**src/rtl/sobel_pkg.sv**
```systemverilog
// Shared constants and window indexing for the Sobel pipeline (line buffers,
// window reader, gradient block).
package sobel_pkg;

  localparam int PIX_W   = 8;
  localparam int COORD_W = 10;
  localparam int WIN_W   = 9 * PIX_W;

  // Byte slot of pixel p[r][c] inside a packed 3x3 window; r=0 top, c=0 left.
  function automatic int idx(input int r, input int c);
    return 3 * r + c;
  endfunction

endpackage

```
**src/rtl/sobel_window_reader_if.sv**
```systemverilog
// Pixel-in / window-out bundle between the line-buffer chain, the window reader
// and the gradient datapath.
interface sobel_window_reader_if;
  import sobel_pkg::*;

  logic                 pix_valid_i;
  logic                 frame_start_i;
  logic [PIX_W-1:0]     pix_i;
  logic [PIX_W-1:0]     row1_i;
  logic [PIX_W-1:0]     row2_i;
  logic [WIN_W-1:0]     win_o;
  logic                 win_valid_o;
  logic [COORD_W-1:0]   cx_o;
  logic [COORD_W-1:0]   cy_o;
  logic                 frame_done_o;

  modport master (
    output pix_valid_i, frame_start_i, pix_i, row1_i, row2_i,
    input  win_o, win_valid_o, cx_o, cy_o, frame_done_o
  );

  modport slave (
    input  pix_valid_i, frame_start_i, pix_i, row1_i, row2_i,
    output win_o, win_valid_o, cx_o, cy_o, frame_done_o
  );

endinterface

```
**src/rtl/raster_counter.sv**
```systemverilog
// Raster position tracker: col/row hold the position of the pixel being accepted
// this cycle, wrapping at the end of each row and frame.
module raster_counter
  import sobel_pkg::*;
#(
  parameter int WIDTH  = 640,
  parameter int HEIGHT = 480
) (
  input  logic               clk,
  input  logic               rst,
  input  logic               en,
  input  logic               clr,
  output logic [COORD_W-1:0] col,
  output logic [COORD_W-1:0] row,
  output logic               last_col,
  output logic               last_pix
);

  assign last_col = (col == COORD_W'(WIDTH - 1));
  assign last_pix = last_col && (row == COORD_W'(HEIGHT - 1));

  always_ff @(posedge clk or posedge rst) begin
    if (rst) begin
      col <= '0;
      row <= '0;
    end else if (clr) begin
      // A clear that coincides with an accept consumes (0,0) in the same cycle.
      col <= en ? COORD_W'(1) : '0;
      row <= '0;
    end else if (en) begin
      if (last_col) begin
        col <= '0;
        row <= last_pix ? '0 : row + COORD_W'(1);
      end else begin
        col <= col + COORD_W'(1);
      end
    end
  end

endmodule

```
**src/rtl/sobel_window_reader.sv**
```systemverilog
// Reader end of the Sobel line-buffer chain: assembles a registered 3x3 window
// from the live and two delayed rows and tags windows fully inside the frame.
module sobel_window_reader
  import sobel_pkg::*;
#(
  parameter int WIDTH  = 640,
  parameter int HEIGHT = 480
) (
  input  logic                  clk,
  input  logic                  rst,
  sobel_window_reader_if.slave  bus
);

  logic               accept;
  logic [COORD_W-1:0] col, row;
  logic [COORD_W-1:0] pos_col, pos_row;
  logic               last_col_unused;
  logic               last_pix;
  logic               pos_last;
  logic               win_hit;
  logic [PIX_W-1:0]   col_new [3];

  logic [WIN_W-1:0]   win_p0;
  logic               vld_p0;
  logic               done_p0;
  logic [COORD_W-1:0] cx_p0, cy_p0;

  assign accept = bus.pix_valid_i;

  raster_counter #(
    .WIDTH  (WIDTH),
    .HEIGHT (HEIGHT)
  ) u_raster (
    .clk      (clk),
    .rst      (rst),
    .en       (accept),
    .clr      (bus.frame_start_i),
    .col      (col),
    .row      (row),
    .last_col (last_col_unused),
    .last_pix (last_pix)
  );

  // frame_start_i re-labels the same-cycle pixel as (0,0) before the counter sees it.
  assign pos_col  = bus.frame_start_i ? '0 : col;
  assign pos_row  = bus.frame_start_i ? '0 : row;
  assign pos_last = last_pix && !bus.frame_start_i;
  assign win_hit  = (pos_col >= COORD_W'(2)) && (pos_row >= COORD_W'(2));

  assign col_new[0] = bus.row2_i;
  assign col_new[1] = bus.row1_i;
  assign col_new[2] = bus.pix_i;

  // Stage p0: window shift register and its qualifying control
  always_ff @(posedge clk or posedge rst) begin
    if (rst) begin
      win_p0 <= '0;
    end else if (accept) begin
      for (int r = 0; r < 3; r++) begin
        win_p0[PIX_W*idx(r, 0) +: PIX_W] <= win_p0[PIX_W*idx(r, 1) +: PIX_W];
        win_p0[PIX_W*idx(r, 1) +: PIX_W] <= win_p0[PIX_W*idx(r, 2) +: PIX_W];
        win_p0[PIX_W*idx(r, 2) +: PIX_W] <= col_new[r];
      end
    end
  end

  always_ff @(posedge clk or posedge rst) begin
    if (rst) begin
      vld_p0  <= 1'b0;
      done_p0 <= 1'b0;
      cx_p0   <= '0;
      cy_p0   <= '0;
    end else begin
      vld_p0  <= accept && win_hit;
      done_p0 <= accept && pos_last;
      if (accept && win_hit) begin
        cx_p0 <= pos_col - COORD_W'(1);
        cy_p0 <= pos_row - COORD_W'(1);
      end
    end
  end

  assign bus.win_o        = win_p0;
  assign bus.win_valid_o  = vld_p0;
  assign bus.cx_o         = cx_p0;
  assign bus.cy_o         = cy_p0;
  assign bus.frame_done_o = done_p0;

endmodule

```
**src/flat_wrapper.sv**
```systemverilog
// flat-port wrapper written by rule: the top's interface ports become plain ports
module sobel_window_reader_flat import sobel_pkg::*;
#(
  parameter int WIDTH  = 640,
  parameter int HEIGHT = 480
)
  (clk, rst, bus_pix_valid_i, bus_frame_start_i, bus_pix_i, bus_row1_i, bus_row2_i, bus_win_o, bus_win_valid_o, bus_cx_o, bus_cy_o, bus_frame_done_o);
  sobel_window_reader_if bus_i ();
  input  logic clk;
  input  logic rst;
  input wire logic [$bits(bus_i.pix_valid_i)-1:0] bus_pix_valid_i;
  input wire logic [$bits(bus_i.frame_start_i)-1:0] bus_frame_start_i;
  input wire logic [$bits(bus_i.pix_i)-1:0] bus_pix_i;
  input wire logic [$bits(bus_i.row1_i)-1:0] bus_row1_i;
  input wire logic [$bits(bus_i.row2_i)-1:0] bus_row2_i;
  output wire logic [$bits(bus_i.win_o)-1:0] bus_win_o;
  output wire logic [$bits(bus_i.win_valid_o)-1:0] bus_win_valid_o;
  output wire logic [$bits(bus_i.cx_o)-1:0] bus_cx_o;
  output wire logic [$bits(bus_i.cy_o)-1:0] bus_cy_o;
  output wire logic [$bits(bus_i.frame_done_o)-1:0] bus_frame_done_o;
  assign bus_i.pix_valid_i = bus_pix_valid_i;
  assign bus_i.frame_start_i = bus_frame_start_i;
  assign bus_i.pix_i = bus_pix_i;
  assign bus_i.row1_i = bus_row1_i;
  assign bus_i.row2_i = bus_row2_i;
  assign bus_win_o = bus_i.win_o;
  assign bus_win_valid_o = bus_i.win_valid_o;
  assign bus_cx_o = bus_i.cx_o;
  assign bus_cy_o = bus_i.cy_o;
  assign bus_frame_done_o = bus_i.frame_done_o;
  sobel_window_reader #(.WIDTH(WIDTH), .HEIGHT(HEIGHT)) u_core (.clk(clk), .rst(rst), .bus(bus_i));
endmodule
```
**config.mk**
```make
export PLATFORM = sky130hd
export DESIGN_NAME = sobel_window_reader_flat
export DESIGN_NICKNAME = d
export VERILOG_FILES = /design/src/rtl/sobel_pkg.sv /design/src/rtl/sobel_window_reader_if.sv /design/src/rtl/raster_counter.sv /design/src/rtl/sobel_window_reader.sv /design/src/flat_wrapper.sv
export SDC_FILE = /design/constraint.sdc
export NUM_CORES = 1
export LEC_CHECK = 0
export CORE_ASPECT_RATIO = 0.5
export CORE_UTILIZATION = 33
export CTS_CLUSTER_SIZE = 24
export DETAILED_ROUTE_END_ITERATION = 10
export PLACE_DENSITY_LB_ADDON = 0.2
export RECOVER_POWER = 50
export SYNTH_ARGS = -nofsm -noshare
export SYNTH_HDL_FRONTEND = slang
export SYNTH_HIERARCHICAL = 1
export SYNTH_SLANG_ARGS = --single-unit
```
**constraint.sdc**
```tcl
create_clock -name clk -period 3.4 [get_ports clk]
set_input_delay 0.34 -clock clk [delete_from_list [all_inputs] [get_ports clk]]
set_output_delay 0.34 -clock clk [all_outputs]
set_load 0.02 [all_outputs]
```
==> results.ini, run 1 <==
[status]
status=complete, but fails checks
violations=capacitance limit, slew limit

[finish]
syn_to_final_growth_pct=37.3
n_antenna_cell=0
final_cells=759
drive_gt1_share_pct=24.9
final_util_pct=46.3
stdcell_area_um2=7140
nets=576

[placed_design]
place_ws_ns=0.710
placedCellCount=727
placed_area_um2=6600
io_buffers=121
dp.final_hpwl_um=7520
place_congestion=0.774

[job]
cap_violations=1

[die]
die_y_um=90.8
rows=32
core_um2=15400
io_pins=122
die-area_um2=16300
die_w_um=180
floorplan.initialDensity_pct=33.8

[critical_path]
critical_path.max_fanout=72
cp.required_ns=3.67
end_kind=flip-flop
worst_setup_path_start_kind=input pin
r2r_cells=5
criticalPathCategory=input pin to flip-flop
arrival_ns=2.59

[detailed_routing]
drtAntennaViolNets=0
avgViaCountPerCell=4.89
drt-initial-drc-count=176
routed_wl_um=11700
wl_per_cell_um=15.4
vias=3715
drtPass1Iterations=6
remaining_drc_errors=0

[cts]
cts_root_buf=clkbuf_16
postCtsHoldBufs=0
clkSlewWorstSetupHoldPaths_ns=0.06
cts_tree=done
ctsHtreeMaxLevel=4
numCtsBuffers=17
cts_resized=0
cts_sinks=114
cts_buffer_depth=2
clk_latency_ns=0.40
postCtsSetupBuffers=0

[yosys]
syn-cell-area_um2=5200
yosysWarningCount=6
avgSynthCellArea_um2=12.4
synth_nets=454
synthCells=420

[timing]
post-route-period-util_pct=68.2
fin_ws_ns=1.08
report.final.setup_viol=0
max_freq_mhz=431
rsz0062_at_grt=no
fin_setup_tns_ns=0
fin_crit_ns=2.32
hold_viol_final=0
maxSlewViolCount=73
worst_pin_slew_ns=1.82
slew_headroom_pct=-21.2
finClkSkew_ns=0.00941

[power_and_ir_drop]
p_seq_share_pct=39.6
power_leakage_nw=3.04
ir_drop_v=0.000351
switchingPower_mw=1.18
power_density_nw_per_um2=570
clkPwrFrac_pct=40.6
switching_share_pct=29.0
p_int_mw=2.89
pwr-share-comb_pct=19.9

[global_route]
grt_use_met2_pct=23.2
grt.met1_usage_pct=19.9
globalRouteTotalUtil_pct=15.0
first_global_vias=3669
grt_max_degree=95
grt_pass1_wl_um=19400
top_usage_layer=met2
antenna_found_initial=0
grt-ovfl-total=0
grtUsageMet3_pct=4.96

[worst_hold_path]
hold_depth=3
min_path_type=input pin to flip-flop

## layout by cell type (no fill, tap or decap), types with 2 or more instances in the layout
cell type        count
clkdlybuf4s50_1    119
dfrtp_1            114
mux2_2              87
nand2_1             21
clkbuf_16           17
nand3_1             17
inv_1               15
a21oi_1             12
nor2_1              10
nor3_1              10
o21ai_0             10
inv_6                9
nor4_1               7
mux2i_1              7
xnor2_1              6
or3_1                6
ha_1                 6
nand4_1              6
xor2_1               6
or2_2                5
nand2b_1             5
a31oi_1              4
o32ai_1              4
clkinvlp_4           3
or4_1                3
o31ai_1              3
and4_1               3
buf_4                3
clkinv_2             2
a32o_1               2
a21o_1               2
or4_4                2
nand3b_1             2
nor3b_1              2
and3_1               2
nor2b_1              2
or4b_1               2
## path summary, 6_finish.rpt
check	startpoint	end	slack, ns
setup / recovery	bus_pix_valid_i	u_core/bus.win_o[14]$_DFFE_PP0P_	1.08
hold / removal	bus_pix_valid_i	u_core/u_raster/col[1]$_DFFE_PP0P_	0.42
setup reg to reg	u_core/u_raster/row[3]$_DFFE_PP0P_	u_core/bus.cx_o[4]$_DFFE_PP0P_	1.24
hold reg to reg	u_core/bus.win_o[0]$_DFFE_PP0P_	u_core/bus.win_o[0]$_DFFE_PP0P_	0.50
max in group asynchronous	rst	u_core/u_raster/col[6]$_DFFE_PP0P_	2.28
min in group asynchronous	rst	u_core/u_raster/row[6]$_DFFE_PP0P_	0.61
## per-layer routing
layer / part of all wire, % / wire (um)
met5: 0 / 0
met4: 0.80 / 94
met3: 5.8 / 679
met2: 46 / 5410
met1: 47 / 5510
## metrics by stage
stage	total power, mW	hold WS [ns]
finish	4.07	0.416
global route	4.25	0.452
CTS	4.13	0.270
detailed placement	2.45	0.494
global placement	2.45	0.489
floorplan	2.04	0.304
## cell type report
class / instances / area, um^2
fill: 1426 / 8270
sequential: 114 / 2850
multi-input combinational: 267 / 2170
timing repair buffer: 126 / 1250
clock buffer: 17 / 425
tap: 204 / 255
clock inverter: 15 / 120
inverter: 16 / 61.3
## worst max-delay path, stage by stage
cell and delay (ns):
clkbuf_1 0.36, clkbuf_2 1.39, mux2_2 0.44
## registers in the layout (all words and copies together), names as in the netlist
name,flops
u_core/u_raster/row,10
u_core/bus.win_valid_o,1
u_core/bus.cy_o,10
u_core/bus.win_o,72
u_core/u_raster/col,10
u_core/bus.cx_o,10
u_core/bus.frame_done_o,1
## power by group through the flow
stage,clock network [mW],registers [mW],logic (mW)
2_1_floorplan,0,1.81,0.223
3_3_place_gp,0,1.63,0.814
3_5_place_dp,0,1.64,0.817
4_1_cts,1.69,1.61,0.821
5_1_grt,1.76,1.64,0.859
6_report,1.65,1.61,0.809
(Power assumes the default switching activity.)
==> run 2, diff against run 1 <==
- clock period: 3.4 -> 2.25 ns (I/O delays scaled with it)
==> results.ini, run 2 (synthesized netlist as in run 1, its figures left out) <==
[finish]
layout_commonest_cell=clkdlybuf4s50_1
n_antenna_cell=0
nets=599
largest_reg_flops=72
final_cells=781
drive_gt1_share_pct=27.7
syn_to_final_growth_pct=42.2
mostFrequentLayoutCells=clkdlybuf4s50_1, dfrtp_1, mux2_2
stdcell_area_um2=7400

[placed_design]
io_buffers=121
place_congestion=0.758
placedCellCount=750
placed_area_um2=6800
dp.final_hpwl_um=7620

[die]
rows=32
floorplan.initialDensity_pct=33.8
die_w_um=180
core_um2=15400
die-area_um2=16300
die_y_um=90.8
io_pins=122

[detailed_routing]
drtAntennaViolNets=0
remaining_drc_errors=0
drt-initial-drc-count=166
avgViaCountPerCell=4.79
routed_wl_um=11600
drtPass1Iterations=4
vias=3741
wl_per_cell_um=14.8

[global_route]
grt_max_degree=95
grt-ovfl-total=0
globalRouteTotalUtil_pct=15.1
antenna_found_initial=0
first_global_vias=3720
grt_pass1_wl_um=19700

[critical_path]
cp.required_ns=2.58
r2r_cells=4
worst_setup_path_start_kind=flip-flop
criticalPathCategory=flip-flop to flip-flop
r2r-end=u_core/u_raster/row[5]$_DFFE_PP0P_
crit_path_top_delay_cell=dfrtp_1
end_kind=flip-flop
slowest_delay_ns=0.53
r2r_slack_ns=0.23
arrival_ns=2.35
rr_startpoint=u_core/u_raster/col[2]$_DFFE_PP0P_
path_cells=and4_1 > nand4_4 > or4b_1 > a21oi_1
critical_path.max_fanout=11

[timing]
slew_headroom_pct=-18.7
max_freq_mhz=496
finClkSkew_ns=0.00623
hold_viol_final=0
fin_crit_ns=2.02
rsz0062_at_grt=no
worst_pin_slew_ns=1.78
report.final.setup_viol=0
maxSlewViolCount=73
post-route-period-util_pct=89.7

[job]
cap_violations=1

[cts]
numCtsBuffers=17
postCtsSetupBuffers=0
postCtsHoldBufs=0
ctsHtreeMaxLevel=4
cts_sinks=114
clkSlewWorstSetupHoldPaths_ns=0.06
cts_tree=done
cts_buffer_depth=2
cts_root_buf=clkbuf_16
clk_latency_ns=0.41
cts_resized=0

[power_and_ir_drop]
power_leakage_nw=3.19
ir_drop_v=0.000444
power_density_nw_per_um2=884

[worst_hold_path]
whs_endpoint=u_core/u_raster/col[0]$_DFFE_PP0P_
min_path_type=input pin to flip-flop
hp-start=bus_pix_valid_i
hold_depth=3

[status]
violations=capacitance limit, slew limit
status=complete, but fails checks

[run 2: cell count changes in the layout (fill, tap and decap cells not counted), sizes merged]
cell / before / now
buf: 4 / 25
bufinv: 0 / 4
clkbuf: 19 / 21
clkinv: 3 / 5
clkinvlp: 4 / 3
inv: 24 / 18
[run 2: cell type report]
type,instances,area [um^2]
clock buffers,17,425
clock inverters,14,205
fillers,1426,8020
inverters,16,63.8
multi-input cells,267,2170
flip-flops and latches,114,2850
well taps,204,255
repair buffers,149,1420
[run 2: critical path, delay by kind of cell, from the launching register on]
family	cells	cell delay (ns)
simple gates	3	1.26
flops	1	0.53
compound gates	1	0.15
[run 2: how the worst max path moves through the flow]
stage	from	endpoint	slack [ns]	cells after the start
after detailed placement	bus_frame_start_i	u_core/bus.cy_o[0]$_DFFE_PP0P_	-0.17	11
final	u_core/u_raster/col[2]$_DFFE_PP0P_	u_core/u_raster/row[5]$_DFFE_PP0P_	0.23	4
after floorplan	bus_frame_start_i	u_core/bus.cx_o[0]$_DFFE_PP0P_	0.04	10
after CTS	bus_frame_start_i	u_core/bus.cy_o[0]$_DFFE_PP0P_	0.25	11
after global placement	bus_frame_start_i	u_core/bus.cy_o[6]$_DFFE_PP0P_	-0.13	11
after global routing	u_core/u_raster/col[2]$_DFFE_PP0P_	u_core/u_raster/row[6]$_DFFE_PP0P_	0.04	4
[run 2: routing by layer]
layer	global-route usage, %	vias up	share of wire, %
met2	23.0	60	46
li1	-	1809	-
met3	4.72	14	4.7
met4	5.60	0	1.2
met5	0	-	0
met1	20.1	1858	48
[run 2: stage by stage]
step | total power [mW] | setup slack [ns] | util [%] | hold WS [ns] | setup TNS [ns]
5_1_grt | 6.82 | 0.0394 | 48.0 | 0.242 | 0
6_report | 6.54 | 0.233 | 48.0 | 0.235 | 0
3_3_place_gp | 3.72 | -0.126 | 44.1 | 0.491 | -1.96
4_1_cts | 6.65 | 0.251 | 48.2 | 0.151 | 0
3_5_place_dp | 3.73 | -0.166 | 44.1 | 0.496 | -2.65
2_1_floorplan | 3.08 | 0.0442 | - | 0.189 | 0
[run 2: power breakdown]
group          total [mW]  leakage, nW  switching [mW]  internal [mW]
sequential           2.43         1.38           0.145           2.29
clock                2.87        0.301            1.01           1.86
combinational        1.24         1.51           0.578          0.660
==> run 3, diff against run 2 <==
- SKIP_LAST_GASP: default -> 1
==> results of run 3 <==
No change in the layout: final DEF, timing and power equal those of run 2.
==> variant, RTL diff (settings of run 2) <==
`COORD_W`: 10 -> 20.
--- a/src/rtl/sobel_pkg.sv
+++ b/src/rtl/sobel_pkg.sv
@@ -3,7 +3,7 @@
 package sobel_pkg;
 
   localparam int PIX_W   = 8;
-  localparam int COORD_W = 10;
+  localparam int COORD_W = 20;
   localparam int WIN_W   = 9 * PIX_W;
 
   // Byte slot of pixel p[r][c] inside a packed 3x3 window; r=0 top, c=0 left.
Interface: changed (resized bus_cx_o and bus_cy_o); port bits go from 122 to 142. The function was not compared with the original's and may differ.
==> variant against run 2 <==
The flow finishes with violations (max-capacitance violations, max-slew violations, negative setup slack); routed wire length is 85% higher; non-clock buffer count is 104 higher; total power is 18% higher; area after synthesis is 48% higher; critical path type unchanged; setup slack worse by 0.48 ns; first-iteration DRC count grew to 2.9 times the old value; maximum frequency is 19% lower; final area is 50% higher; largest cell class unchanged; critical path depth is 1 higher; largest power group is now sequential cells; sequential cell count is 40 higher; synthesized cell count is 64% higher; highest routed layer unchanged; sequential share of layout area is 3.8 points lower.
==> variant: results (changes against run 2) <==
| Item | Value | vs run 2 |
|---|---|---|
| Result of the run | finished with violations |  |
| Violated checks | max-capacitance violations, max-slew violations, negative setup slack |  |
| Final HPWL DP | 15100 um | +99% |
| Total of fill cells in the finished design | 2056 | +44% |
| Cells on Worst Hold Path | 3 | unchanged |
| Share of layout cells above drive strength 1 | 0.308 | +0.0303 |
| Post-route setup slack | -0.245 ns | -0.478 ns |
| Global routing met2 resource utilization | 0.269 | +0.0385 |
| Skew-Pair Late Insertion Delay | 0.43 ns | +0.02 ns |
| Peak supply drop | 0.492 mV | +11% |
| Clock buffers created by TritonCTS | 17 | unchanged |
| Final nets | 967 | +61% |
| Number of cells on the worst reg-to-reg path | 5 | +1 |
| Routed length on met2 | 9430 um | +77% |
| Antenna violations before repair | 0 | unchanged |
| Fin. max-slew vios | 74 | +1.4% |
| Total number of H-tree levels | 4 | unchanged |
| Total nets after synthesis | 722 | +59% |
| Worst slew slack as a fraction of its limit | -0.220 | -0.0328 |
| Count of buffers from port buffering | 141 | +17% |
| Final RePlAce weighted congestion | 0.852 | +12% |
| Post-cts sizing count | 30 | +30 |
| Number of global-route vias before repair | 6190 | +66% |
| Total global routing track utilization | 0.181 | +0.0303 |
| Largest net degree at the start of global routing | 76 | -20% |
| Max FFs per register | 72 | unchanged |
| Maximum clock skew at final layout | 0.0146 ns | +0.00837 ns |
| M1 wire length | 10600 um | +92% |
| Number of failing setup endpoints in the final timing report | 55 | +55 |
| Max Root-Sink Buffers | 2 | unchanged |
| Timing startpoint of the critical path | u_core/u_raster/col[15]$_DFFE_PP0P_ |  |
| Top sig layer | met4 |  |
| Routed length per instance | 17.0 um | +15% |
| Post-detailed-routing wire length | 21300 um | +85% |
| Routed wl met3 | 981 um | +79% |
| Post-detailed-placement cell area | 10200 um^2 | +50% |
| Count of max-cap constraint violations | 1 | unchanged |
| Met3 GRT Util | 0.0357 | -0.0115 |
| Synth Area per Inst | 11.2 um^2 | -9.6% |
| Number of iterations in the first detailed-routing pass | 5 | +1 |
| Leak Pwr | 4.67 nW | +46% |
| Post-detailed-route via-to-cell ratio | 5.15 | +7.6% |
| Met1 global-route usage | 0.264 | +0.0634 |
| Number of post-CTS setup repair buffers | 6 | +6 |
| Number of DRC violations after detailed-routing iteration 0 | 479 | +190% |
| First-pass GRT wire length | 33800 um | +72% |
| DP Cell Count | 1208 | +61% |
| Maximum fanout along the worst path | 5 | -6 |
[variant: cell type report]
cell class	instances	area, um^2	area share
Timing Repair Buffer	253	2410	0.218
Multi-Input combinational cell	490	3760	0.340
Sequential cell	154	3850	0.348
Clock buffer	17	425	0.0384
Clock inverter	15	178	0.0160
Tap cell	307	384	0.0347
Inverter	17	65.1	0.00587
[variant: worst paths after layout]
path	end	slack [ns]
min in group asynchronous	u_core/bus.cy_o[17]$_DFFE_PP0P_	0.22
hold / removal	u_core/u_raster/col[1]$_DFFE_PP0P_	0.20
max in group asynchronous	u_core/bus.win_o[22]$_DFFE_PP0P_	0.74
setup / recovery	u_core/u_raster/row[13]$_DFFE_PP0P_	-0.25
hold reg to reg	u_core/bus.win_o[31]$_DFFE_PP0P_	0.51
setup reg to reg	u_core/u_raster/row[13]$_DFFE_PP0P_	-0.25
[variant: through the flow]
stage,utilization,worst slack (ns),TNS [ns],hold slack [ns]
after floorplan,-,-0.252,-5.95,0.358
after global placement,0.446,-0.324,-16.08,0.490
final,0.485,-0.245,-9.06,0.199
after detailed placement,0.446,-0.364,-17.61,0.495
after global routing,0.485,-0.257,-11.11,0.195
after CTS,0.483,-0.248,-9.15,0.0798
[variant: critical path, stage by stage, from the launching register on]
cell and delay, ns:
sky130_fd_sc_hd__dfrtp_1 0.38, sky130_fd_sc_hd__or4_4 0.54, sky130_fd_sc_hd__or3_4 0.39, sky130_fd_sc_hd__or4_4 0.47, sky130_fd_sc_hd__or4_4 0.51, sky130_fd_sc_hd__a21oi_2 0.14
[variant: power by group]
group          internal (mW)  leakage, nW  switching [mW]
Sequential              3.05         1.94           0.184
Combinational          0.858         2.45           0.754
Clock                   1.59        0.288            1.31
